## src/rtl/alu_operand_seq.sv

```systemverilog
// Operand sequencer feeding the ALU: debounced enter/back keys walk through A, B and opcode loads, then a one-cycle execute.
// Define ALU_SEQ_SIGNEXT_EN to sign-extend the 17-bit switch value into the 32-bit operands (default: zero extension).
module alu_operand_seq #(
  parameter int DEBOUNCE_CYCLES = 50000
) (
  input  logic        CLK,
  input  logic        RST,
  input  logic [16:0] sw,
  input  logic        key_enter_n,
  input  logic        key_back_n,
  output logic [31:0] PortA,
  output logic [31:0] PortB,
  output logic [3:0]  ALUOP,
  output logic        op_valid,
  input  logic [31:0] OutputPort,
  input  logic [2:0]  alu_flags,
  output logic [31:0] result_q,
  output logic [2:0]  flags_q,
  output logic [2:0]  phase
);

  typedef enum logic [3:0] {
    ALU_AND = 4'h0,
    ALU_OR  = 4'h1,
    ALU_ADD = 4'h2,
    ALU_SUB = 4'h6,
    ALU_SLT = 4'h7,
    ALU_NOR = 4'hC
  } aluop_t;

  typedef enum logic [2:0] {
    LOAD_A  = 3'd0,
    LOAD_B  = 3'd1,
    LOAD_OP = 3'd2,
    EXEC    = 3'd3,
    SHOW    = 3'd4
  } state_t;

  localparam int CNT_W = $clog2(DEBOUNCE_CYCLES + 1);
  localparam logic [CNT_W-1:0] CNT_LAST = CNT_W'(DEBOUNCE_CYCLES - 1);

  // Key index 0 is enter, 1 is back; both are active-low and idle high.
  logic [1:0]       raw_keys;
  logic [1:0]       sync_1;
  logic [1:0]       sync_2;
  logic [1:0]       deb_level;
  logic [1:0]       press;
  logic [CNT_W-1:0] deb_cnt [2];

  assign raw_keys = {key_back_n, key_enter_n};

  always_ff @(posedge CLK or posedge RST) begin
    if (RST) begin
      sync_1 <= 2'b11;
      sync_2 <= 2'b11;
    end else begin
      sync_1 <= raw_keys;
      sync_2 <= sync_1;
    end
  end

  // A level is accepted only after DEBOUNCE_CYCLES consecutive disagreeing samples;
  // the press pulse fires in the cycle right after the debounced level falls.
  always_ff @(posedge CLK or posedge RST) begin
    if (RST) begin
      deb_level  <= 2'b11;
      press      <= 2'b00;
      deb_cnt[0] <= '0;
      deb_cnt[1] <= '0;
    end else begin
      for (int k = 0; k < 2; k++) begin
        press[k] <= 1'b0;
        if (sync_2[k] != deb_level[k]) begin
          if (deb_cnt[k] == CNT_LAST) begin
            deb_level[k] <= sync_2[k];
            deb_cnt[k]   <= '0;
            press[k]     <= ~sync_2[k];
          end else begin
            deb_cnt[k] <= deb_cnt[k] + 1'b1;
          end
        end else begin
          deb_cnt[k] <= '0;
        end
      end
    end
  end

  logic enter_press;
  logic back_press;

  assign enter_press = press[0];
  assign back_press  = press[1];

  logic [31:0] sw_ext;

`ifdef ALU_SEQ_SIGNEXT_EN
  assign sw_ext = {{15{sw[16]}}, sw};
`else
  assign sw_ext = {15'h0, sw};
`endif

  state_t state;
  state_t state_next;
  logic   load_a;
  logic   load_b;
  logic   load_op;
  logic   exec_now;

  always_ff @(posedge CLK or posedge RST) begin
    if (RST) begin
      state <= LOAD_A;
    end else begin
      state <= state_next;
    end
  end

  // Enter takes priority over back; EXEC always lasts one cycle and ignores both keys.
  always_comb begin
    state_next = state;
    load_a     = 1'b0;
    load_b     = 1'b0;
    load_op    = 1'b0;
    exec_now   = 1'b0;
    case (state)
      LOAD_A: begin
        if (enter_press) begin
          load_a     = 1'b1;
          state_next = LOAD_B;
        end
      end
      LOAD_B: begin
        if (enter_press) begin
          load_b     = 1'b1;
          state_next = LOAD_OP;
        end else if (back_press) begin
          state_next = LOAD_A;
        end
      end
      LOAD_OP: begin
        if (enter_press) begin
          load_op    = 1'b1;
          state_next = EXEC;
        end else if (back_press) begin
          state_next = LOAD_B;
        end
      end
      EXEC: begin
        exec_now   = 1'b1;
        state_next = SHOW;
      end
      SHOW: begin
        if (enter_press) begin
          state_next = LOAD_A;
        end else if (back_press) begin
          state_next = LOAD_OP;
        end
      end
      default: state_next = LOAD_A;
    endcase
  end

  aluop_t aluop_q;

  always_ff @(posedge CLK or posedge RST) begin
    if (RST) begin
      PortA    <= '0;
      PortB    <= '0;
      aluop_q  <= ALU_AND;
      result_q <= '0;
      flags_q  <= '0;
    end else begin
      if (load_a) begin
        PortA <= sw_ext;
      end
      if (load_b) begin
        PortB <= sw_ext;
      end
      if (load_op) begin
        aluop_q <= aluop_t'(sw[3:0]);
      end
      if (exec_now) begin
        result_q <= OutputPort;
        flags_q  <= alu_flags;
      end
    end
  end

  assign ALUOP    = aluop_q;
  assign op_valid = exec_now;
  assign phase    = state;

endmodule
```

## config.mk

```make
export PLATFORM = sky130hd
export DESIGN_NAME = alu_operand_seq
export DESIGN_NICKNAME = d
export VERILOG_FILES = /design/src/rtl/alu_operand_seq.sv
export SDC_FILE = /design/constraint.sdc
export NUM_CORES = 1
export LEC_CHECK = 0
export CAP_MARGIN = 20
export CORE_ASPECT_RATIO = 1.4
export CORE_MARGIN = 2
export CORE_UTILIZATION = 46
export DETAILED_ROUTE_END_ITERATION = 16
export PLACE_DENSITY = 0.8
export SLEW_MARGIN = 0
export SYNTH_ARGS = -nofsm -noshare
export SYNTH_HDL_FRONTEND = slang
export SYNTH_SLANG_ARGS = --single-unit
```

## constraint.sdc

```tcl
create_clock -name CLK -period 3.87 [get_ports CLK]
set_input_delay 0.387 -clock CLK [delete_from_list [all_inputs] [get_ports CLK]]
set_output_delay 0.387 -clock CLK [all_outputs]
set_load 0.02 [all_outputs]
```

* After elaboration in Yosys (flattened, before gate mapping) *
Index checks and enable logic that the tools add are counted.

storage, ports and cells
  flip-flop bits (word level) = 116
  input port bits = 56
  output and inout bits = 107
  word-level logic and storage cells = 54

cells by class
  add/sub/neg operators = 2
  equal/unequal tests = 12
  muxes and demuxes = 21
  bitwise logic cells = 2
  reduce and logical (&&, ||, !) cells = 4

operator list
  operator                 number
  $mux W16                 4
  $add A16 B1 Y16 const B  2
  $eq A16 B16 Y1 const B   2
  $mux W3                  7
  $pmux W3 S5              1
  $mux W1                  9
  $ne A3 B3 Y1 const B     3
  $eq A3 B2 Y1 const B     2
  $reduce_and A2 Y1        2
  $reduce_and A4 Y1        1
  $eq A3 B1 Y1 const B     1
  $eq A3 B3 Y1 const B     1
  $logic_not A3 Y1         1
  $ne A1 B1 Y1             2
  $ne A2 B2 Y1 const B     1
  $not A1 Y1               2

* Depth between registers and ports, before layout *
Gate-level depths: netlist of run 1.

  word-level depth = 3
  depth in mapped cells = 6
  gate-level depth less buffers = 5

* Worst setup path before layout of run 1 *
Ideal clock, no wire load.

  path kind = register to output
  start point = register state[0], in the netlist phase[0]
  end point = output port op_valid
  arrival = 1.561 ns
  required time = 3.483 ns
  slack = 1.922 ns
  stages on the path, launching flop included = 5
  buffers on the path = 2
  cells stage by stage = dfrtp_1 -> clkbuf_1 -> nand3b_1 -> clkinv_1 -> clkbuf_1

on the way
  cells in the longest elaborated chain, start to end = 2

ends and longest elaborated chain
  item                    line  text
  start, declared         102   state_t state;
  start signal, assigned  113   state <= state_next;
  $eq A3 B2 Y1            124   case (state)
  $mux W1                 124
  end, declared           14    output logic op_valid,

No other way between the ends.

* Final worst setup path of run 1 *
  start point = register state[2], in the netlist phase[2]
  end point = output port op_valid

The elaborated chain is that of the path after synthesis.

==> summary by stage, run 1 <==
Timing
Setup violations remaining at the end of the flow were counted as 0. Timing would allow up to 334 MHz. Measured against its own limit, the worst slew margin works out to 0.383. The setup TNS after final layout is 0 ns. In the finished design, the share of the clock period the worst path needs comes to 0.774.

Setup repair after global routing left no endpoint under its margin. The max-slew violation total from the final report was 0. For the pin with the worst max-slew slack, the measured transition is 0.920 ns. Clock skew on the completed layout was measured at 0.00687 ns. The setup slack after layout is 0.875 ns. The clock period minus final worst setup slack is 3.00 ns. The final hold violation count came to 0.

Synth
The sequential cell area fraction in the yosys report is 0.586. The area of the mapped netlist is 4960 sq um. The dominant register cell in the synthesized netlist is sky130_fd_sc_hd__dfrtp_1. After synthesis, the cell types taking the most area are sky130_fd_sc_hd__dfrtp_1, sky130_fd_sc_hd__mux2_2, sky130_fd_sc_hd__nand2_1. The share of synthesized registers carrying an async set or reset is 1.00. Synthesis produced 453 cells. The Yosys step of the flow raised 0 warnings. The post-synthesis area per instance is 11.0 sq um.

The share of the synthesized area in the top cell type is 0.555. The number of distinct standard cells referenced by the synthesized netlist is 36. The count of flip-flops with a built-in enable after synthesis is 0. The commonest cells after synthesis are sky130_fd_sc_hd__nand2_1, sky130_fd_sc_hd__dfrtp_1, sky130_fd_sc_hd__mux2_2, sky130_fd_sc_hd__nor2_1, sky130_fd_sc_hd__buf_4.

The biggest area consumer among synthesized cells is sky130_fd_sc_hd__dfrtp_1. By instance count, the leading cell after synthesis is sky130_fd_sc_hd__nand2_1. In this run, synthesis produced a sequential element count of 116.

Place
Port buffering added 132 buffers. The total instance count after detailed placement is 716. The congestion estimate from routability-driven global placement came to 0.806. The placed wire-length estimate is 7650 um. The post-place setup slack is 1.32 ns.

Routing
Before antenna repair, the detailed router went through 4 iterations. After the first detailed-routing iteration, the DRC count stood at 249. Using the TritonRoute via totals, the vias-per-cell ratio works out to 4.93. The final wirelength is 11100 um. For this block, the via count after detailed routing is 3686. The routed wire length per instance is 14.8 um. In the routed design, unresolved DRC markers number 0. The antenna violation net count after detailed routing is 0.

Setup path
The worst setup path is of the register to primary output kind. The launching element of the worst setup path is phase[2]. The endpoint identified for the worst register-to-register timing path is deb_cnt[2]. The critical path arrival is 2.61 ns.

The critical path data required time is 3.48 ns. The worst reg2reg path depth is 4. The beginning of the worst register-to-register path is deb_cnt[12].

STA classifies the critical path endpoint as a primary output. Across all register-to-register paths, the minimum setup slack is 1.84 ns. The destination of the critical timing path is op_valid. STA classifies the critical path startpoint as a register. Of all nets on the critical path, the largest fanout is 36.

Power
The total power per unit cell area is 431 nW/um^2. Power comes to 3.00 mW. The worst voltage drop across the vdd grid is 0.292 mV. For this design the static power due to leakage is 3.09 nW.

Final layout
The number of antenna diodes is 0. The net count of the finished layout is 655. The final core utilization is 0.667. The layout-stage area growth over the synthesis result is 40.5%. The count of placed standard cells in the final layout, fillers left out is 748.

The ratio of cells with drive above 1 in the final layout is 0.154.

CTS
The clock tree from TritonCTS is done. The longest clock path from root to sink contains 2 buffers. Clock tree synthesis found a total of 116 sinks. Clock-pin slew was measured on the worst setup and hold paths at 0.05 ns. The clock insertion delay at the later pin of the skew report is 0.41 ns. The depth of the CTS H-tree is 4.

The number of buffers created by CTS is 17. In this run, post-CTS repair resized a total of 0 instances. In this run the post-CTS setup repair buffer count came out at 0. Hold repair after CTS inserted 0 buffers.

The tree is rooted in a sky130_fd_sc_hd__clkbuf_16.

Global route
In the global route stage, overall resource usage came out at 0.202. The total overflow reported by the global router is 0. The largest net degree at the start of global routing is 75. The number of antenna violations at the first check in global routing was 0.

The via count of the first global-routing pass came to 3802. The first global-routing pass estimated 18400 um of wire.

Floorplanning
The area of the die is 11600 sq um. The initialized floorplan defines 44 standard-cell rows. The starting utilization of the core area is 0.475. Measured along the x axis, the die boundary spans 91.8 um. The area of the core is 10500 sq um. 163 I/O pins were placed. The y dimension of the die is 127 um.

Worst hold path
The worst hold path belongs to the class register to register.

Status
The run finished with clean final reports.

Job
The tool flagged a number of max-cap violations equal to 0.
-- kinds of logic after synthesis --
family | after synthesis | share of synthesized area
AND/OR/NAND/NOR | 206 | 0.186
flip-flops | 116 | 0.586
buffers and inverters | 51 | 0.0628
multiplexers | 41 | 0.0938
XOR/XNOR | 30 | 0.0529
AO/OA/AOI/OAI | 6 | 0.0129
adder cells (fa/ha/maj) | 2 | 0.00504
other | 1 | 0.000756
-- worst min path at each step --
| stage | depth (start not counted) | endpoint | slack, ns | startpoint |
|---|---|---|---|---|
| after global routing | 0 | sync_2[0] | 0.36 | sync_1[0] |
| after global placement | 0 | sync_2[0] | 0.35 | sync_1[0] |
| after CTS | 0 | sync_2[1] | 0.36 | sync_1[1] |
| after floorplan | 0 | sync_2[0] | 0.35 | sync_1[0] |
| after detailed placement | 0 | sync_2[1] | 0.35 | sync_1[1] |
| final | 0 | sync_2[1] | 0.35 | sync_1[1] |
-- where the power goes --
| group | switching, mW | internal [mW] |
|---|---|---|
| Clock | 0.536 | 1.11 |
| Sequential | 0.00661 | 1.22 |
| Combinational | 0.0703 | 0.0580 |
-- placed cells by master (no fill, tap or decap), types with 3 or more instances in the layout --
| cell | instances |
|---|---|
| sky130_fd_sc_hd__clkbuf_16 | 17 |
| sky130_fd_sc_hd__xnor2_1 | 26 |
| sky130_fd_sc_hd__clkinvlp_4 | 3 |
| sky130_fd_sc_hd__nor3_1 | 9 |
| sky130_fd_sc_hd__xor2_1 | 4 |
| sky130_fd_sc_hd__bufinv_16 | 4 |
| sky130_fd_sc_hd__inv_1 | 7 |
| sky130_fd_sc_hd__mux2_2 | 39 |
| sky130_fd_sc_hd__dfrtp_1 | 110 |
| sky130_fd_sc_hd__nand4_1 | 6 |
| sky130_fd_sc_hd__nand2_1 | 115 |
| sky130_fd_sc_hd__nor4_1 | 9 |
| sky130_fd_sc_hd__nor2_1 | 39 |
| sky130_fd_sc_hd__clkdlybuf4s50_1 | 132 |
| sky130_fd_sc_hd__nand3_1 | 12 |
| sky130_fd_sc_hd__conb_1 | 30 |
| sky130_fd_sc_hd__dfstp_2 | 6 |
| sky130_fd_sc_hd__buf_4 | 6 |
| sky130_fd_sc_hd__clkinv_4 | 3 |
-- flip-flops by register name, summed over array words and instances (netlist names) --
| register | count |
|---|---|
| flags_q | 3 |
| phase | 3 |
| PortA | 17 |
| result_q | 32 |
| sync_2 | 2 |
| press | 2 |
| PortB | 17 |
| ALUOP | 4 |
| deb_cnt | 32 |
| sync_1 | 2 |
| deb_level | 2 |
-- layout make-up --
cell class	instances	area, sq um
fill	757	3490
multi-input combinational	315	1850
tap	138	173
clock inverter	12	179
clock buffer	20	457
inverter	9	36.3
timing repair buffer	138	1370
sequential	116	2910
-- critical path, stage by stage (launching register included) --
cell	delay [ns]
sky130_fd_sc_hd__dfrtp_1	0.49
sky130_fd_sc_hd__nand3b_1	0.19
sky130_fd_sc_hd__clkinv_1	0.73
sky130_fd_sc_hd__clkdlybuf4s50_1	0.78
-- through the flow --
step           area, sq um  hold slack [ns]
2_1_floorplan         5070            0.345
3_3_place_gp          6330            0.347
3_5_place_dp          6340            0.347
4_1_cts               6970            0.355
5_1_grt               6970            0.360
6_report              6970            0.355
-- metal layers --
metal | up-vias | GRT usage | wire length (um)
met1 | 1812 | 0.231 | 4340
met2 | 137 | 0.352 | 5830
li1 | 1713 | - | -
met4 | 0 | 0.0878 | 308
met3 | 24 | 0.0570 | 596
met5 | - | 0 | 0
(Power assumes the default switching activity.)
==> run 2, diff against run 1 <==
==> constraint.sdc (replaced) <==
create_clock -name CLK -period 2.8 [get_ports CLK]
set_input_delay 0.28 -clock CLK [delete_from_list [all_inputs] [get_ports CLK]]
set_output_delay 0.28 -clock CLK [all_outputs]
set_load 0.02 [all_outputs]
==> summary by stage, run 2 (same netlist as run 1, synthesis figures left out) <==
Worst hold path
The origin of the worst min-delay path is key_enter_n (was sync_1[1]). The end point of the worst hold path is sync_1[0] (was sync_2[1]). The number of stages on the worst hold path is 1 (was 0). The class of the most critical hold timing path is primary input to register (was register to register).

Routing
The detailed-router iteration count before antenna repair came to 4 (unchanged). The detailed-route DRC error count came to 0 (unchanged). The antenna violation net count after detailed routing was 0 (unchanged). The total via count in the routed design is 3650 (was 3686). The final wirelength is 10900 um (was 11100 um).

The routed wire length per instance came to 14.6 um (was 14.8 um). The via density per instance is 4.88 (was 4.93). The count of routing violations after the opening detailed-route iteration is 176 (was 249).

Setup path
The cell class contributing the biggest share of worst-path delay is buffers and inverters (unchanged). The reg-to-reg endpoint is deb_cnt[5] (was deb_cnt[2]). The type of element launching the critical path is a register (unchanged). The type of destination of the critical path is a primary output (unchanged). The largest incremental delay on the critical path came to 0.60 ns (was 0.78 ns).

The count of buffer and inverter cells on the critical path was 2 (unchanged). The beginning of the worst register-to-register path is deb_cnt[12] (unchanged). The critical path data required time is 2.52 ns (was 3.48 ns). The critical path arrival is 1.77 ns (was 2.61 ns). The type of the worst setup path is register to primary output (unchanged). Cell-by-cell trace of the critical path: nand3b_1 > clkinv_1 > clkdlybuf4s50_1 (unchanged). The largest fanout on the critical path is 8 (was 36). The worst reg2reg path depth came to 4 (unchanged). The setup slack on the worst flop-to-flop path is 0.80 ns (was 1.84 ns). The master of the slowest instance on the critical path is sky130_fd_sc_hd__clkdlybuf4s50_1 (unchanged).

Timing
Setup repair after global routing missed its margin: no (unchanged). The slew at the pin closest to its max-slew limit came to 0.833 ns (was 0.920 ns). The setup TNS after final layout is 0 ns (unchanged). The post-route clock period utilization is 0.732. The final hold violation count is 0 (unchanged).

The clock period minus final worst setup slack is 2.05 ns. Based on the critical path, the design can be clocked at up to 488 MHz. The number of endpoints failing setup at the final stage is 0 (unchanged).

The headroom to the max-slew limit was 0.443 (was 0.383). The max-slew violation total from the final report came to 0 (unchanged). The setup skew after layout was 0.00907 ns (was 0.00687 ns).

Floorplanning
The die boundary width is 91.8 um (unchanged). The starting utilization of the core area came to 0.475 (unchanged). The area of the core is 10500 sq um (unchanged). The area of the die is 11600 sq um (unchanged). The I/O pin count was 163 (unchanged).

The number of core rows is 44 (unchanged). The y dimension of the die is 127 um (unchanged).

Global route
The overall routing resource usage is 0.195 (was 0.202). The number of antenna violations at the first check in global routing came to 0 (unchanged). The global-route wire length before repair is 17800 um (was 18400 um). The largest net degree at the start of global routing is 117 (was 75). The via count of the first global-routing pass is 3669 (was 3802). The total overflow reported by the global router is 0 (unchanged).

Final layout
The layout net count is 655 (unchanged). The layout-stage area growth over the synthesis result is 39.3% (was 40.5%). The most common library cell in the layout ignoring fill and taps is sky130_fd_sc_hd__clkdlybuf4s50_1 (unchanged). The number of antenna diodes is 0 (unchanged). Top library cells by usage in the layout, fill and taps aside: sky130_fd_sc_hd__clkdlybuf4s50_1, sky130_fd_sc_hd__nand2_1, sky130_fd_sc_hd__dfrtp_1, sky130_fd_sc_hd__mux2_2, sky130_fd_sc_hd__nor2_1 (unchanged). The final core utilization came to 0.661 (was 0.667). The ratio of cells with drive above 1 in the final layout was 0.152 (was 0.154). Largest registers: deb_cnt x32, result_q x32 (unchanged).

CTS
The number of buffers created by CTS came to 17 (unchanged). The depth of the CTS H-tree is 4 (unchanged). The clock insertion delay at the later pin of the skew report is 0.40 ns (was 0.41 ns).

The clock tree from TritonCTS is done (unchanged). The count of hold-fix buffers inserted at cts is 0 (unchanged). The setup fix buffers added after clock tree synthesis is 0 (unchanged). The root buffer selected by CTS was sky130_fd_sc_hd__clkbuf_16 (unchanged). The clock transition at the registers of the reported paths was 0.05 ns (about the same).

The number of gates given a new drive strength after cts is 0 (unchanged). The maximum clock path buffer count is 2 (unchanged). The clock sink count came to 116 (unchanged).

Status
Status: finished, final reports clean (unchanged).

Power
The leakage power figure came to 3.07 nW (was 3.09 nW). The total power per unit cell area is 564 nW/um^2 (was 431 nW/um^2). The worst voltage drop across the vdd grid is 0.441 mV (was 0.292 mV).

Job
The number of max-capacitance violations reported is 0 (unchanged).

Place
The placed wire-length estimate is 7570 um (was 7650 um). The last weighted congestion value of the routability-driven placer is 0.824 (was 0.806). The number of I/O port buffers is 132 (unchanged).
[run 2: cell types whose count changed in the layout (fill, tap and decap cells not counted)]
cell,change
sky130_fd_sc_hd__buf_12,+1
sky130_fd_sc_hd__buf_4,-1
sky130_fd_sc_hd__bufinv_16,-3
sky130_fd_sc_hd__clkbuf_1,+1
sky130_fd_sc_hd__clkbuf_8,+2
sky130_fd_sc_hd__clkinv_2,+3
sky130_fd_sc_hd__clkinv_4,-3
sky130_fd_sc_hd__clkinvlp_4,+1
sky130_fd_sc_hd__inv_4,-1
[run 2: routing by layer]
layer,track usage,share of wire,vias up
met2,0.347,0.54,126
met5,0,0,-
li1,-,-,1727
met4,0.0878,0.018,0
met3,0.0505,0.052,17
met1,0.219,0.39,1780
[run 2: cell type report]
type / count / area [sq um]
clock buffer: 23 / 488
clock inverter: 9 / 77.6
fill: 766 / 3540
inverter: 9 / 37.5
multi-input combinational: 315 / 1850
sequential: 116 / 2910
tap: 138 / 173
timing repair buffer: 138 / 1380
[run 2: metrics by stage]
stage / instances / power, mW / area, sq um / hold WS [ns] / setup WS [ns]
after floorplan: 482 / 1.84 / 5080 / 0.284 / 0.939
after global placement: 716 / 1.90 / 6350 / 0.346 / 0.932
after detailed placement: 716 / 1.90 / 6350 / 0.348 / 0.835
after CTS: 748 / 3.94 / 6920 / 0.263 / 0.724
after global routing: 748 / 4.03 / 6920 / 0.266 / 0.657
final: 748 / 3.90 / 6920 / 0.278 / 0.752
[run 2: report_power, final]
group	switching [mW]	leakage, nW	internal, mW
Sequential	0.00917	1.41	1.69
Clock	0.718	0.275	1.30
Combinational	0.0949	1.38	0.0812
[run 2: worst max path at each step]
stage	startpoint	to	cells past startpoint
CTS	phase[2]	op_valid	3
global placement	deb_cnt[12]	deb_cnt[3]	4
global route	deb_cnt[12]	deb_cnt[5]	4
detailed placement	deb_cnt[12]	deb_cnt[5]	4
floorplan	phase[0]	PortB[10]	4
finish	phase[2]	op_valid	3
==> run 3, diff against run 2 <==
--- a/config.mk
+++ b/config.mk
@@ -8,9 +8,9 @@
 export CAP_MARGIN = 20
 export CORE_ASPECT_RATIO = 1.4
 export CORE_MARGIN = 2
-export CORE_UTILIZATION = 46
+export CORE_UTILIZATION = 42
 export DETAILED_ROUTE_END_ITERATION = 16
-export PLACE_DENSITY = 0.8
+export PLACE_DENSITY = 0.77
 export SLEW_MARGIN = 0
 export SYNTH_ARGS = -nofsm -noshare
 export SYNTH_HDL_FRONTEND = slang
==> constraint.sdc (replaced) <==
create_clock -name CLK -period 1.8 [get_ports CLK]
set_input_delay 0.18 -clock CLK [delete_from_list [all_inputs] [get_ports CLK]]
set_output_delay 0.18 -clock CLK [all_outputs]
set_load 0.02 [all_outputs]
==> summary by stage, run 3 (same netlist as run 1, synthesis figures left out) <==
Global route
The total overflow reported by the global router came to 0 (unchanged). The number of antenna violations at the first check in global routing was 0 (unchanged). The global-route wire length before repair is 18400 um (was 17800 um).

The via count of the first global-routing pass was 3853 (was 3669). The overall routing resource usage came to 0.186 (was 0.195). The largest net degree at the start of global routing was 81 (was 117).

Timing
The setup TNS after final layout was 0 ns (unchanged). Timing would allow up to 568 MHz. The setup slack after layout is 0.0401 ns (was 0.752 ns). Setup repair after global routing missed its margin: yes (was no). The number of endpoints failing setup at the final stage is 0 (unchanged). The setup skew after layout is 0.0175 ns (was 0.00907 ns). The post-route clock period utilization is 0.978. The final hold violation count is 0 (unchanged). Subtracting the final worst setup slack from the clock period gives 1.76 ns.

The max-slew violation total from the final report is 0 (unchanged).

Power
The total power per unit cell area is 881 nW/um^2 (was 564 nW/um^2). The leakage power figure is 3.18 nW (was 3.07 nW). The worst voltage drop across the vdd grid came to 0.624 mV (was 0.441 mV). The power after layout is 6.27 mW (was 3.90 mW).

Floorplanning
The area of the core came to 11700 sq um (was 10500 sq um). The die boundary width is 95.9 um (was 91.8 um). The number of core rows is 47 (was 44). The area of the die was 12700 sq um (was 11600 sq um). The I/O pin count is 163 (unchanged). The starting utilization of the core area came to 0.424 (was 0.475).

The y dimension of the die was 133 um (was 127 um).

CTS
The clock tree from TritonCTS is done (unchanged). The clock transition at the registers of the reported paths is 0.05 ns (about the same). The maximum clock path buffer count was 2 (unchanged).

The root buffer selected by CTS is sky130_fd_sc_hd__clkbuf_16 (unchanged). The clock insertion delay at the later pin of the skew report came to 0.41 ns (was 0.40 ns). The clock sink count was 116 (unchanged). The depth of the CTS H-tree was 4 (unchanged).

The setup fix buffers added after clock tree synthesis is 0 (unchanged). The number of buffers created by CTS is 17 (unchanged).

Routing
The detailed-router iteration count before antenna repair is 4 (unchanged). The via density per instance is 4.85 (was 4.88). The detailed-route DRC error count came to 0 (unchanged).

The routed wire length per instance is 14.6 um (about the same). The total via count in the routed design is 3741 (was 3650). The antenna violation net count after detailed routing is 0 (unchanged). The final wirelength is 11200 um (was 10900 um). The count of routing violations after the opening detailed-route iteration is 230 (was 176).

Final layout
The layout-stage area growth over the synthesis result is 43.4% (was 39.3%). The most common library cell in the layout ignoring fill and taps is sky130_fd_sc_hd__clkdlybuf4s50_1 (unchanged). The finished layout cell area is 7120 sq um (was 6920 sq um). Largest registers: deb_cnt x32, result_q x32 (unchanged).

The number of antenna diodes is 0 (unchanged). Top library cells by usage in the layout, fill and taps aside: sky130_fd_sc_hd__clkdlybuf4s50_1, sky130_fd_sc_hd__nand2_1, sky130_fd_sc_hd__dfrtp_1, sky130_fd_sc_hd__mux2_2, sky130_fd_sc_hd__nor2_1 (unchanged). The layout net count is 670 (was 655). The ratio of cells with drive above 1 in the final layout is 0.176 (was 0.152).

The count of placed standard cells in the final layout, fillers left out is 771 (was 748).

Setup path
The largest fanout on the critical path is 3 (was 8). The type of element launching the critical path is a register (unchanged). The critical path data required time is 2.12 ns (was 2.52 ns). The type of destination of the critical path is a register (was primary output). The critical path arrival was 2.08 ns (was 1.77 ns).

The type of the worst setup path is register to register (was register to primary output).

Worst hold path
The class of the most critical hold timing path is primary input to async pin (was primary input to register).

Place
The placed wire-length estimate is 7840 um (was 7570 um). The post-place instance area was 6500 sq um (was 6350 sq um). The post-place setup slack is 0.0210 ns (was 0.835 ns). The total instance count after detailed placement is 740 (was 716).

The last weighted congestion value of the routability-driven placer was 0.812 (was 0.824). The number of I/O port buffers was 132 (unchanged).

Status
Status: finished, final reports clean (unchanged).

Job
The number of max-capacitance violations reported came to 0 (unchanged).
-- run 3: changes by cell type in the layout (fill, tap and decap cells not counted), sizes merged --
cell | previous run | this run
dlygate4sd2 | 0 | 1
clkbuf | 23 | 21
buf | 6 | 21
bufinv | 1 | 3
clkinv | 6 | 7
clkdlybuf4s50 | 132 | 131
clkinvlp | 4 | 2
-- run 3: routing by layer --
metal	share of wire	vias to the layer above	global-route usage
li1	-	1752	-
met1	0.39	1863	0.216
met2	0.55	112	0.319
met3	0.043	14	0.0467
met4	0.020	0	0.0778
met5	0	-	0
-- run 3: worst max-delay path, cell delays in order, from the launching register on --
cell	delay, ns
sky130_fd_sc_hd__dfrtp_1	0.41
sky130_fd_sc_hd__or3_4	0.41
sky130_fd_sc_hd__or4_4	0.56
sky130_fd_sc_hd__mux2_4	0.31
-- run 3: area by class of cell --
class                           instances  area (sq um)
Sequential cell                       116          2910
Clock inverter                         10           131
Inverter                                9          37.5
Timing Repair Buffer                  153          1520
Clock buffer                           21           460
Multi-Input combinational cell        315          1880
Fill cell                             938          4580
Tap cell                              147           184
-- run 3: through the flow --
stage | utilization | hold slack (ns)
final | 0.608 | 0.0241
after global routing | 0.608 | 0.0158
after CTS | 0.606 | 0.0144
after detailed placement | 0.556 | 0.351
after global placement | 0.556 | 0.345
after floorplan | - | 0.184
-- run 3: power by group --
group	switching (mW)	internal [mW]	total, mW	leakage (nW)
clock network	1.12	2.23	3.35	0.292
logic	0.149	0.132	0.281	1.47
registers	0.0162	2.63	2.65	1.41
-- run 3: timing repair --
action / in CTS / in global routing
hold buffers: 0 / 0
pin swaps: 1 / 0
setup endpoints to repair: 3 / 5
resized for setup: 2 / 3
-- run 3: worst paths after layout --
check	startpoint	end	slack [ns]	cells past startpoint
setup reg to reg	deb_cnt[10]	deb_level[1]	0.04	3
setup / recovery	deb_cnt[10]	deb_level[1]	0.04	3
hold / removal	RST	result_q[9]	0.02	2
hold reg to reg	sync_1[0]	sync_2[0]	0.36	0
min in group CLK	key_enter_n	sync_1[0]	0.18	1
max in group asynchronous	RST	deb_level[0]	1.14	3
